<file path="config.mk">
export PLATFORM = sky130hd
export DESIGN_NAME = regfile_write_arbiter
export DESIGN_NICKNAME = d
export VERILOG_FILES = /design/src/rtl/regfile_write_arbiter_pkg.sv /design/src/rtl/regfile_write_arbiter_rr_arbiter2.sv /design/src/rtl/regfile_write_arbiter.sv
export SDC_FILE = /design/constraint.sdc
export NUM_CORES = 1
export LEC_CHECK = 0
export BUFFER_PORTS_ARGS = -buffer_cell sky130_fd_sc_hd__buf_2
export CAP_MARGIN = 10
export CORE_MARGIN = 2
export CORE_UTILIZATION = 40
export CTS_CLUSTER_SIZE = 8
export DETAILED_ROUTE_END_ITERATION = 12
export HOLD_SLACK_MARGIN = 0.1
export PLACE_DENSITY = 0.85
export RECOVER_POWER = 100
export SYNTH_ARGS = -nofsm -noshare
export SYNTH_HDL_FRONTEND = slang
export SYNTH_SLANG_ARGS = --single-unit
export TNS_END_PERCENT = 20
</file>
<file path="constraint.sdc">
create_clock -name Clk -period 1.43 [get_ports Clk]
set_input_delay 0.143 -clock Clk [delete_from_list [all_inputs] [get_ports Clk]]
set_output_delay 0.143 -clock Clk [all_outputs]
set_load 0.05 [all_outputs]
</file>
<file path="src/rtl/regfile_write_arbiter_pkg.sv">
`default_nettype none
// ============================================================================
//  Module      : regfile_write_arbiter_pkg
//  Description : Shared types and constants for the register-file write
//                arbiter: FSM state encoding, register-file constants,
//                requester IDs and the 2-way round-robin pick function.
//  Revision    : 1.0 - initial release
// ============================================================================
package regfile_write_arbiter_pkg;

  // Top-level sequencer states
  typedef enum logic {
    ST_CLEAR = 1'b0,
    ST_RUN   = 1'b1
  } state_e;

  // Register 0 is hardwired to zero in the register file
  localparam int REG_ZERO = 0;
  localparam int NUM_REGS = 32;

  // Requester IDs, also the bit positions in request/grant vectors
  localparam int REQ_A = 0;
  localparam int REQ_B = 1;

  // Round-robin pick between two requesters. ptr names the side that wins
  // a tie (0 = A, 1 = B). The result is one-hot or zero.
  function automatic logic [1:0] rr_pick(input logic [1:0] req, input logic ptr);
    logic [1:0] pick;
    pick = req;
    if (req == 2'b11) begin
      pick = ptr ? 2'b10 : 2'b01;
    end
    return pick;
  endfunction

endpackage : regfile_write_arbiter_pkg
`default_nettype wire

</file>
<file path="src/rtl/regfile_write_arbiter_rr_arbiter2.sv">
`default_nettype none
// ============================================================================
//  Module      : rr_arbiter2
//  Description : Two-way round-robin arbiter. Takes eligible request bits and
//                returns a one-hot grant in the same cycle. The priority
//                pointer moves to the other side after every grant, whether
//                or not there was contention.
//  Revision    : 1.0 - initial release
// ============================================================================
module rr_arbiter2
  import regfile_write_arbiter_pkg::*;
(
  input  logic       clk,
  input  logic       rst_n,
  input  logic [1:0] req_i,
  output logic [1:0] grant_o
);

  // Priority pointer: 0 = A wins a tie, 1 = B wins a tie
  logic ptr_q;
  logic ptr_d;

  assign grant_o = rr_pick(req_i, ptr_q);

  // Hand priority to the side that was not just served
  always_comb begin
    ptr_d = ptr_q;
    if (grant_o[REQ_A]) begin
      ptr_d = 1'(REQ_B);
    end else if (grant_o[REQ_B]) begin
      ptr_d = 1'(REQ_A);
    end
  end

  // Pointer register, starts favouring A
  always_ff @(posedge clk or negedge rst_n) begin
    if (!rst_n) begin
      ptr_q <= 1'(REQ_A);
    end else begin
      ptr_q <= ptr_d;
    end
  end

endmodule : rr_arbiter2
`default_nettype wire

</file>
<file path="src/rtl/regfile_write_arbiter.sv">
`default_nettype none
// ============================================================================
//  Module      : regfile_write_arbiter
//  Description : Shares the single write port of a register file between two
//                requesters (A, B) with round-robin arbitration and a
//                Req/Grant handshake. After reset every register is cleared
//                to zero before arbitration starts. All outputs registered.
//  Options     : REGARB_STATS_EN - adds ConflictCount[15:0], a saturating
//                count of RUN cycles in which both requests were eligible.
//  Revision    : 1.0 - initial release
// ============================================================================
module regfile_write_arbiter
  import regfile_write_arbiter_pkg::*;
#(
  parameter int DATA_WIDTH = 32,
  parameter int ADDR_WIDTH = 5
) (
  input  logic                  Clk,
  input  logic                  Rst_n,
  input  logic                  ReqA,
  input  logic [ADDR_WIDTH-1:0] RegA,
  input  logic [DATA_WIDTH-1:0] DataA,
  output logic                  GrantA,
  input  logic                  ReqB,
  input  logic [ADDR_WIDTH-1:0] RegB,
  input  logic [DATA_WIDTH-1:0] DataB,
  output logic                  GrantB,
  output logic [ADDR_WIDTH-1:0] WriteRegister,
  output logic [DATA_WIDTH-1:0] WriteData,
  output logic                  RegWrite,
`ifdef REGARB_STATS_EN
  output logic [15:0]           ConflictCount,
`endif
  output logic                  Busy
);

  localparam logic [ADDR_WIDTH-1:0] IDX_LAST = '1;

  state_e                  state_q;
  logic [ADDR_WIDTH-1:0]   idx_q;
  logic                    grant_a_q;
  logic                    grant_b_q;
  logic                    regwrite_q;
  logic                    busy_q;
  logic [ADDR_WIDTH-1:0]   wreg_q;
  logic [DATA_WIDTH-1:0]   wdata_q;

  logic [1:0]              elig;
  logic [1:0]              arb_grant;

  // A request is eligible only in RUN and only if it is not being granted
  // right now; this keeps a held request from being consumed twice.
  assign elig[REQ_A] = (state_q == ST_RUN) && ReqA && !grant_a_q;
  assign elig[REQ_B] = (state_q == ST_RUN) && ReqB && !grant_b_q;

  rr_arbiter2 u_rr (
    .clk     (Clk),
    .rst_n   (Rst_n),
    .req_i   (elig),
    .grant_o (arb_grant)
  );

  // Clear sequencer followed by the arbitrated write mux
  always_ff @(posedge Clk or negedge Rst_n) begin
    if (!Rst_n) begin
      state_q    <= ST_CLEAR;
      idx_q      <= '0;
      grant_a_q  <= 1'b0;
      grant_b_q  <= 1'b0;
      regwrite_q <= 1'b0;
      wreg_q     <= '0;
      wdata_q    <= '0;
      busy_q     <= 1'b1;
    end else begin
      case (state_q)
        ST_CLEAR: begin
          grant_a_q  <= 1'b0;
          grant_b_q  <= 1'b0;
          regwrite_q <= 1'b1;
          wreg_q     <= idx_q;
          wdata_q    <= '0;
          idx_q      <= idx_q + ADDR_WIDTH'(1);
          if (idx_q == IDX_LAST) begin
            state_q <= ST_RUN;
            busy_q  <= 1'b0;
          end
        end
        ST_RUN: begin
          grant_a_q <= arb_grant[REQ_A];
          grant_b_q <= arb_grant[REQ_B];
          if (arb_grant[REQ_A]) begin
            wreg_q     <= RegA;
            wdata_q    <= DataA;
            regwrite_q <= (RegA != ADDR_WIDTH'(REG_ZERO));
          end else if (arb_grant[REQ_B]) begin
            wreg_q     <= RegB;
            wdata_q    <= DataB;
            regwrite_q <= (RegB != ADDR_WIDTH'(REG_ZERO));
          end else begin
            // Idle: address and data hold, only the strobe drops
            regwrite_q <= 1'b0;
          end
        end
      endcase
    end
  end

`ifdef REGARB_STATS_EN
  logic [15:0] conflict_q;

  // Saturating count of cycles with contention between A and B
  always_ff @(posedge Clk or negedge Rst_n) begin
    if (!Rst_n) begin
      conflict_q <= '0;
    end else if ((elig == 2'b11) && (conflict_q != 16'hFFFF)) begin
      conflict_q <= conflict_q + 16'd1;
    end
  end

  assign ConflictCount = conflict_q;
`endif

  assign GrantA        = grant_a_q;
  assign GrantB        = grant_b_q;
  assign RegWrite      = regwrite_q;
  assign WriteRegister = wreg_q;
  assign WriteData     = wdata_q;
  assign Busy          = busy_q;

endmodule : regfile_write_arbiter
`default_nettype wire
</file>
After elaboration in Yosys (flattened, before gate mapping)
Index checks and enable logic that the tools add are counted.
{ "totals": {"register_bits": 48, "input_bits": 78, "out_inout_bits": 41, "wordCells": 41} }
{ "op_classes": {"add_sub_neg": 1, "eq_ne": 3, "muxes": 17, "bitwise_logic": 1, "reduce_logical": 10} }
{ "op_table": {"columns": ["cell", "n"], "rows": [
  ["32-bit two-way mux", 2],
  ["32-bit case mux with 2 select lines", 1],
  ["5-bit two-way mux", 2],
  ["5-bit case mux with 2 select lines", 1],
  ["5-bit nonzero test", 2],
  ["1-bit two-way mux", 6],
  ["1-bit case mux with 2 select lines", 3],
  ["5-bit by 1-bit adder with 5-bit output, second input constant", 1],
  ["5-bit == test, second input constant", 1],
  ["1-bit logical AND", 4],
  ["2-bit two-way mux", 2],
  ["3-bit by 1-bit inequality test with 1-bit output, second input constant", 1],
  ["2-bit == test, second input constant", 1],
  ["1-bit logical NOT", 2],
  ["2-bit AND reduction", 1],
  ["2-bit nonzero test", 1],
  ["1-bit NOT", 1]
]} }

Longest topological paths before layout
Gate-level depths: netlist of the first run.
{ "logic_depth": {"word_depth": 7, "ltp_mapped": 6, "mapped_depth_nobuf": 4} }

By module
From an unflattened synthesis of the first run, not the netlist that was laid out.
{ "unflattened": {"hier_cells": 212, "hier_area_um2": 2466.1} }
{ "by_module_without_submodules": {"columns": ["module", "n_inst", "cells_per_inst", "area_per_inst_um2"], "rows": [
  ["regfile_write_arbiter", 1, 205, 2406.1],
  ["rr_arbiter2", 1, 7, 60.1]
]} }

Worst setup path after synthesis of the first run
Ideal clock, no wire load.
{ "synth_path": {"path_type": "reg2reg", "start": "register grant_a_q (netlist: GrantA)", "end": "register wdata_q[0] (netlist: WriteData[0])", "t_arrival_ps": 1614, "t_required_ps": 1304, "setup_slack_ps": -310, "stages_incl_launch_ff": 7, "cell_sequence": "dfrtp_1 nand2b_4 buf_6 and3_4 buf_6 buf_6 a221o_1"} }
{ "synth_via": {"elab_chain_cells": 6} }
{ "synth_lines": {"columns": ["item", "line", "text"], "rows": [
  ["start: declaration", "regfile_write_arbiter.sv:41", "logic grant_a_q;"],
  ["start signal: assignment", "regfile_write_arbiter.sv:89", "grant_a_q <= arb_grant[REQ_A];"],
  ["1-bit logical NOT (*)", "regfile_write_arbiter.sv:53", "assign elig[REQ_A] = (state_q == ST_RUN) && ReqA && !grant_a_q;"],
  ["1-bit logical AND (*)", "regfile_write_arbiter.sv:53", null],
  ["2-bit == test", "regfile_write_arbiter_pkg.sv:30", "if (req == 2'b11) begin"],
  ["2-bit two-way mux (*)", "regfile_write_arbiter_pkg.sv:30", null],
  ["32-bit two-way mux", "regfile_write_arbiter.sv:91", "if (arb_grant[REQ_A]) begin"],
  ["32-bit case mux with 2 select lines", "regfile_write_arbiter.sv:75", "case (state_q)"],
  ["end signal: assignment", "regfile_write_arbiter.sv:93", "wdata_q <= DataA;"],
  ["end signal: assignment", "regfile_write_arbiter.sv:97", "wdata_q <= DataB;"],
  ["end: declaration", "regfile_write_arbiter.sv:46", "logic [DATA_WIDTH-1:0] wdata_q;"]
]} }
Mark *: on every way between the ends. The rest lies on a longest branch, timed or not.
A chain may end at the register's enable or synchronous reset.

Final worst setup path of the first run
{ "layout_path": {"start": "register grant_b_q (netlist: GrantB)", "end": "register wdata_q[19] (netlist: WriteData[19])"} }
{ "layout_via": {"elab_chain_cells": 6} }
{ "layout_lines": {"columns": ["item", "line", "text"], "rows": [
  ["start: declaration", "regfile_write_arbiter.sv:42", "logic grant_b_q;"],
  ["start signal: assignment", "regfile_write_arbiter.sv:90", "grant_b_q <= arb_grant[REQ_B];"],
  ["1-bit logical NOT (*)", "regfile_write_arbiter.sv:54", "assign elig[REQ_B] = (state_q == ST_RUN) && ReqB && !grant_b_q;"],
  ["1-bit logical AND (*)", "regfile_write_arbiter.sv:54", null],
  ["2-bit == test", "regfile_write_arbiter_pkg.sv:30", null],
  ["2-bit two-way mux (*)", "regfile_write_arbiter_pkg.sv:30", null],
  ["32-bit two-way mux", "regfile_write_arbiter.sv:91", null],
  ["32-bit case mux with 2 select lines", "regfile_write_arbiter.sv:75", null]
]} }
Marks and branches as above.

==> impl_metrics.tcl, run 1 <==
set metrics [dict create \
    synth_simple_gate_area_share_pct 16.5 \
    core_um2 5540 \
    final_cell_mix "buf_2 (79), dfrtp_1 (45), a221o_1 (33), dlygate4sd3_1 (33), clkbuf_1 (31)" \
    grt_use_total_pct 20.6 \
    h-tree-depth 2 \
    async_flop_share_pct 100 \
    post_cts.repair.setup_buffers 0 \
    setup_tns_ps -19.1 \
    fill_cells 482 \
    syn_nets 266 \
    die_w_um 80.1 \
    path_buf_inv 2 \
    synth_fa_ha_area_share_pct 1.08 \
    postSynthAreaPerCell_um2 12.4 \
    netlist.area_leader.share_pct 50.8 \
    failed_checks "setup timing" \
    p_clk_share_pct 17.0 \
    worst_setup_path_start_kind "register" \
    clock_path_buffers 2 \
    final_util_pct 62.7 \
    cap_violations 0 \
    worstMarginPinSlew_ps 649 \
    clk_latency_ps 300 \
    setup_ws_ps -7.44 \
    yosys.area.top_type "dfrtp_1" \
    sw_frac_of_total_pct 44.5 \
    cp_top_family "compound AO/OA/AOI/OAI gates" \
    rows 27 \
    pre_cts_slack_ps -19.7 \
    synthFlopType "dfrtp_1" \
    worstPathArrival_ps 1620 \
    synth_area_um2 2310 \
    muxShareOfSynthArea_pct 0.973 \
    crit_fanout 19 \
    crit_path_max_incr_delay_ps 410 \
    power.switching_mw 2.18 \
    area_growth_pct 50.2 \
    setup_viol 3 \
    cp-end-kind "register" \
    max_freq_ghz 0.696 \
    routedWlPerCell_um 16.0 \
    numClockSinks 48 \
    antenna_found_initial 0 \
    synth_edf_count 0 \
    critPathKind "register to register" \
    timing.final.max_slew_violations 0 \
    routed_via_density 5.37 \
    wl_mm 6.67 \
    p_int_mw 2.72 \
    slew_headroom_pct 56.8 \
    cts_tree "yes" \
    synth-xor-area-share_pct 1.14 \
    synth_top_family_by_area "compound AO/OA/AOI/OAI gates" \
    placed_cells 376 \
    place.gp.congestion 0.851 \
    crit_required_ps 1610 \
    finalPower_mw 4.89 \
    synth_area_leaders "dfrtp_1 (51%), a221o_1 (14%), nor3b_1 (10%)" \
    hp-class "input pin to register" \
    combPwrFrac_pct 45.6 \
    final_area_um2 3480 \
    grt_pass1_vias 2169 \
    whs_ps 109 \
    grt_max_degree 49 \
    seq_area_frac_synth_pct 52.0 \
    clkTransAtPathRegs_ps 90 \
    die_area_um2 6410 \
    dp_hpwl_mm 4.47 \
    nets 424 \
    die_h_um 80.1 \
    rsz0062_at_grt "yes" \
    period_needed_ps 1440 \
    p_leak_nw 1.62 \
    dr.pass1.iters 4 \
    crit_chain "and2b_4 > a211o_4 > inv_4 > buf_12 > a221o_1" \
    skew_ps 11.2 \
    via_count 2238 \
    final_common_cell "buf_2" \
    stdcell_count 417 \
    peakVddDrop_uv 782 \
    synth_compound_area_share_pct 20.8 \
    place_area_um2 3030 \
    final.period_utilization_pct 101 \
    outcome "finished with violations" \
    antenna_cells 0 \
    slowest_stage "dfrtp_2" \
    p_seq_share_pct 37.4 \
    hold_viol 0 \
    synth-seq-cells 48 \
    dr.first_iter.drc_count 84 \
    drc 0 \
    postSynthCellCount 186 \
    initial_core_util_pct 41.8 \
    synthDistinctLibCells 36 \
    power_density_nw_per_um2 1410 \
    grt_first_pass_wirelength_mm 10.3 \
    port_buffers 118 \
    cts_root_buffer "clkbuf_8" \
    ys_warn_count 0 \
    drive_gt1_share_pct 37.7 \
    grt_remaining_overflow 0 \
    pin_count 119 \
    ant_nets 0 \
    cts_buffers 5 \
]
==> layout make-up <==
cell class	instances	area [µm²]	share of cell area [%]
sequential	48	1200	34.7
timing repair buffer	168	1050	30.2
multi-input combinational	110	995	28.6
tap	72	90.1	2.59
clock buffer	7	86.3	2.48
inverter	11	43.8	1.26
clock inverter	1	7.51	0.216
==> worst reg2reg max path: stages, from the launching register on <==
cell     delay (ps)
dfrtp_2         410
and2b_4         250
a211o_4         140
inv_4            40
buf_12          140
a221o_1         340
==> registers in the layout, summed over array words and instances (netlist names) <==
signal / count
GrantA: 1
RegWrite: 1
WriteData: 32
idx_q: 5
Busy: 1
GrantB: 1
WriteRegister: 5
u_rr.ptr_q: 1
state_q: 1
==> cells in the mapped netlist, types with 2 or more instances <==
master     count
a41oi_1        4
nor3_1         2
nor2_1         5
ha_1           2
xnor2_1        3
inv_1         10
o211a_1        3
clkbuf_1       3
buf_6          8
a221o_1       33
o2111ai_1      4
buf_2          5
mux2_1         2
nand3_1        2
nand2_1        2
nor3b_1       32
dfrtp_1       47
==> per-layer routing <==
metal  global-route usage (%)  vias up  routed length, µm
li1                         -     1044                  -
met1                     26.6     1098               2870
met2                     36.1       89               3350
met3                     4.04        7                399
met4                     4.07        0                 55
met5                        0        -                  0
==> worst paths after layout <==
path	from	depth (start not counted)	end	slack (ps)
setup / recovery	GrantB	5	WriteData[19]	-7
hold / removal	RegA[0]	2	WriteRegister[0]	110
setup reg to reg	GrantB	5	WriteData[19]	-7
hold reg to reg	Busy	1	Busy	490
max in group asynchronous	Rst_n	3	GrantA	440
min in group asynchronous	Rst_n	3	WriteData[10]	520
==> power by group through the flow <==
stage          combinational [mW]  sequential (mW)  clock [mW]
2_1_floorplan               0.627             2.79           0
3_3_place_gp                 2.15             1.83           0
3_5_place_dp                 2.18             1.83           0
4_1_cts                      2.26             1.82       0.861
5_1_grt                      2.35             1.86       0.911
6_report                     2.23             1.83       0.832
==> logic make-up (layout without fill, tap and decap cells) <==
logic type	count (synthesis)	count (layout)
adder cells (fa/ha/maj)	2	2
AO/OA/AOI/OAI	50	50
AND/OR/NAND/NOR	53	53
buffers and inverters	28	187
XOR/XNOR	3	3
flip-flops	48	48
multiplexers	2	2
==> timing repair <==
action / CTS / global route
pin swaps: 21 / 11
resized for setup: 3 / 13
hold endpoints to repair: 80 / 0
hold buffers: 33 / 0
endpoints found under the setup margin: 33 / 35
cloned: 0 / 0
(Power assumes the default switching activity.)
==> run 2, diff against run 1 <==
--- a/config.mk
+++ b/config.mk
@@ -5,14 +5,14 @@
 export SDC_FILE = /design/constraint.sdc
 export NUM_CORES = 1
 export LEC_CHECK = 0
-export BUFFER_PORTS_ARGS = -buffer_cell sky130_fd_sc_hd__buf_2
 export CAP_MARGIN = 10
 export CORE_MARGIN = 2
-export CORE_UTILIZATION = 40
+export CORE_UTILIZATION = 55
 export CTS_CLUSTER_SIZE = 8
 export DETAILED_ROUTE_END_ITERATION = 12
+export DONT_BUFFER_PORTS = 1
 export HOLD_SLACK_MARGIN = 0.1
-export PLACE_DENSITY = 0.85
+export PLACE_DENSITY = 0.83
 export RECOVER_POWER = 100
 export SYNTH_ARGS = -nofsm -noshare
 export SYNTH_HDL_FRONTEND = slang
==> run 2 against run 1 <==
  * The run still ends with setup timing left
  * Critical path depth unchanged
  * Sequential cell count unchanged
  * Sequential share of layout area up 2.1 points
  * Largest power group unchanged
  * Critical path type unchanged
  * Die area down 26%
==> impl_metrics.tcl, run 2 (synthesized netlist as in run 1, its figures left out) <==
set metrics [dict create \
    outcome "finished with violations" \
    failed_checks "setup timing" \
    place.gp.congestion 0.895 \
    period_needed_ps 1460 \
    final.period_utilization_pct 102 \
    routed_via_density 6.40 \
    antenna_cells 0 \
    routedWlPerCell_um 22.8 \
    fill_cells 243 \
    worstPathArrival_ps 1640 \
    clkTransAtPathRegs_ps 90 \
    crit_fanout 16 \
    max_freq_ghz 0.684 \
    clock_path_buffers 2 \
    final_cell_mix "dfrtp_1 (44), dlygate4sd3_1 (39), a221o_1 (33)" \
    slew_headroom_pct 57.3 \
    grt_use_total_pct 30.5 \
    path_buf_inv 2 \
    top_usage_layer "met2" \
    worst_setup_path_start_kind "register" \
    drive_gt1_share_pct 32.5 \
    clk_latency_ps 300 \
    setup_ws_ps -32.0 \
    crit_required_ps 1610 \
    core_um2 4030 \
    whs_ps 108 \
    peakVddDrop_uv 993 \
    dp_hpwl_mm 4.33 \
    globalRouteMet3Util_pct 7.63 \
    final_common_cell "dfrtp_1" \
    cts_root_buffer "clkbuf_8" \
    timing.final.max_slew_violations 0 \
    die_h_um 68.9 \
    cts_buffers 5 \
    critPathKind "register to register" \
    cp_top_family "compound AO/OA/AOI/OAI gates" \
    finalPower_mw 5.19 \
    hold_viol 0 \
    via_count 2092 \
    grt_use_met1_pct 33.4 \
    cp-end-kind "register" \
    wl_mm 7.47 \
    antenna_found_initial 0 \
    nets 356 \
    grt_max_degree 49 \
    ant_nets 0 \
    cts_tree "yes" \
    power_density_nw_per_um2 1580 \
    dr.pass1.iters 4 \
    h-tree-depth 2 \
    largest_reg_flops 32 \
    numClockSinks 48 \
    grt_remaining_overflow 0 \
    pin_count 119 \
    die_area_um2 4740 \
    met2_usage_pct 56.1 \
    crit_path_max_incr_delay_ps 410 \
    final_area_um2 3280 \
    rsz0062_at_grt "yes" \
    worstMarginPinSlew_ps 640 \
    place_area_um2 2700 \
    setup_viol 26 \
    skew_ps 6.86 \
    grt_first_pass_wirelength_mm 10.4 \
    hp-class "input pin to register" \
    port_buffers 0 \
    p_leak_nw 1.48 \
    drc 0 \
    crit_chain "and2b_4 > a211o_4 > inv_4 > buf_12 > a221o_1" \
    die_w_um 68.9 \
    dr.first_iter.drc_count 223 \
    initial_core_util_pct 57.4 \
    rows 23 \
    area_growth_pct 41.8 \
    slowest_stage "dfrtp_2" \
    cap_violations 0 \
    grt_pass1_vias 2120 \
]
## run 2: cell count changes in the layout (fill, tap and decap cells not counted), moves of 6 or more
| cell | previous run | this run |
|---|---|---|
| clkbuf_1 | 31 | 0 |
| buf_2 | 79 | 0 |
| buf_4 | 8 | 21 |
| dlygate4sd3_1 | 33 | 39 |
| clkbuf_2 | 10 | 31 |
## run 2: metrics by stage
stage | util, % | cells | TNS (ps) | worst slack, ps
after detailed placement | 67.0 | 274 | -654 | -45.4
after global placement | 67.0 | 274 | 0 | 11.0
after floorplan | - | 186 | -6470 | -199
final | 81.4 | 327 | -333 | -32.0
after global routing | 81.4 | 327 | -2010 | -85.3
after CTS | 81.1 | 323 | -101 | -16.3
## run 2: final cells by class
cell class / instances / area (µm²) / share of cell area, %
Timing Repair Buffer: 99 / 833 / 25.4
Clock buffer: 5 / 68.8 / 2.10
Sequential cell: 48 / 1210 / 36.8
Clock inverter: 3 / 42.5 / 1.30
Tap cell: 50 / 62.6 / 1.91
Multi-Input combinational cell: 111 / 1020 / 31.2
Inverter: 11 / 43.8 / 1.33
## run 2: report_power, final
| group | internal, mW | switching (mW) | total [mW] |
|---|---|---|---|
| clock network | 0.518 | 0.452 | 0.969 |
| registers | 1.64 | 0.224 | 1.87 |
| logic | 0.769 | 1.58 | 2.35 |
## run 2: path summary, 6_finish.rpt
path,from,to,slack (ps),depth (start not counted)
max in group asynchronous,Rst_n,u_rr.ptr_q,530,2
min in group asynchronous,Rst_n,WriteData[19],430,2
worst min register to register,idx_q[3],idx_q[3],500,1
worst max-delay path,GrantB,WriteData[6],-30,5
worst max register to register,GrantB,WriteData[6],-30,5
worst min-delay path,RegA[4],RegWrite,110,3
## run 2: worst min-delay path, cell delays in order
cell and delay, ps:
nor2_1 20, nand2_1 60, a221o_1 140
## run 2: timing repair
action / in CTS / in global routing
setup endpoints to repair: 35 / 38
pin swaps: 16 / 21
gates resized for setup: 6 / 13
endpoints found under the hold margin: 85 / 0
gates cloned: 1 / 1
buffers inserted: 0 / 3
hold buffers: 40 / 0
## run 2: metal layers
metal  routed length [µm]  part of all wire [%]
met2                 3920                    52
met5                    0                     0
met1                 2750                    37
met4                  187                   2.5
met3                  615                   8.2
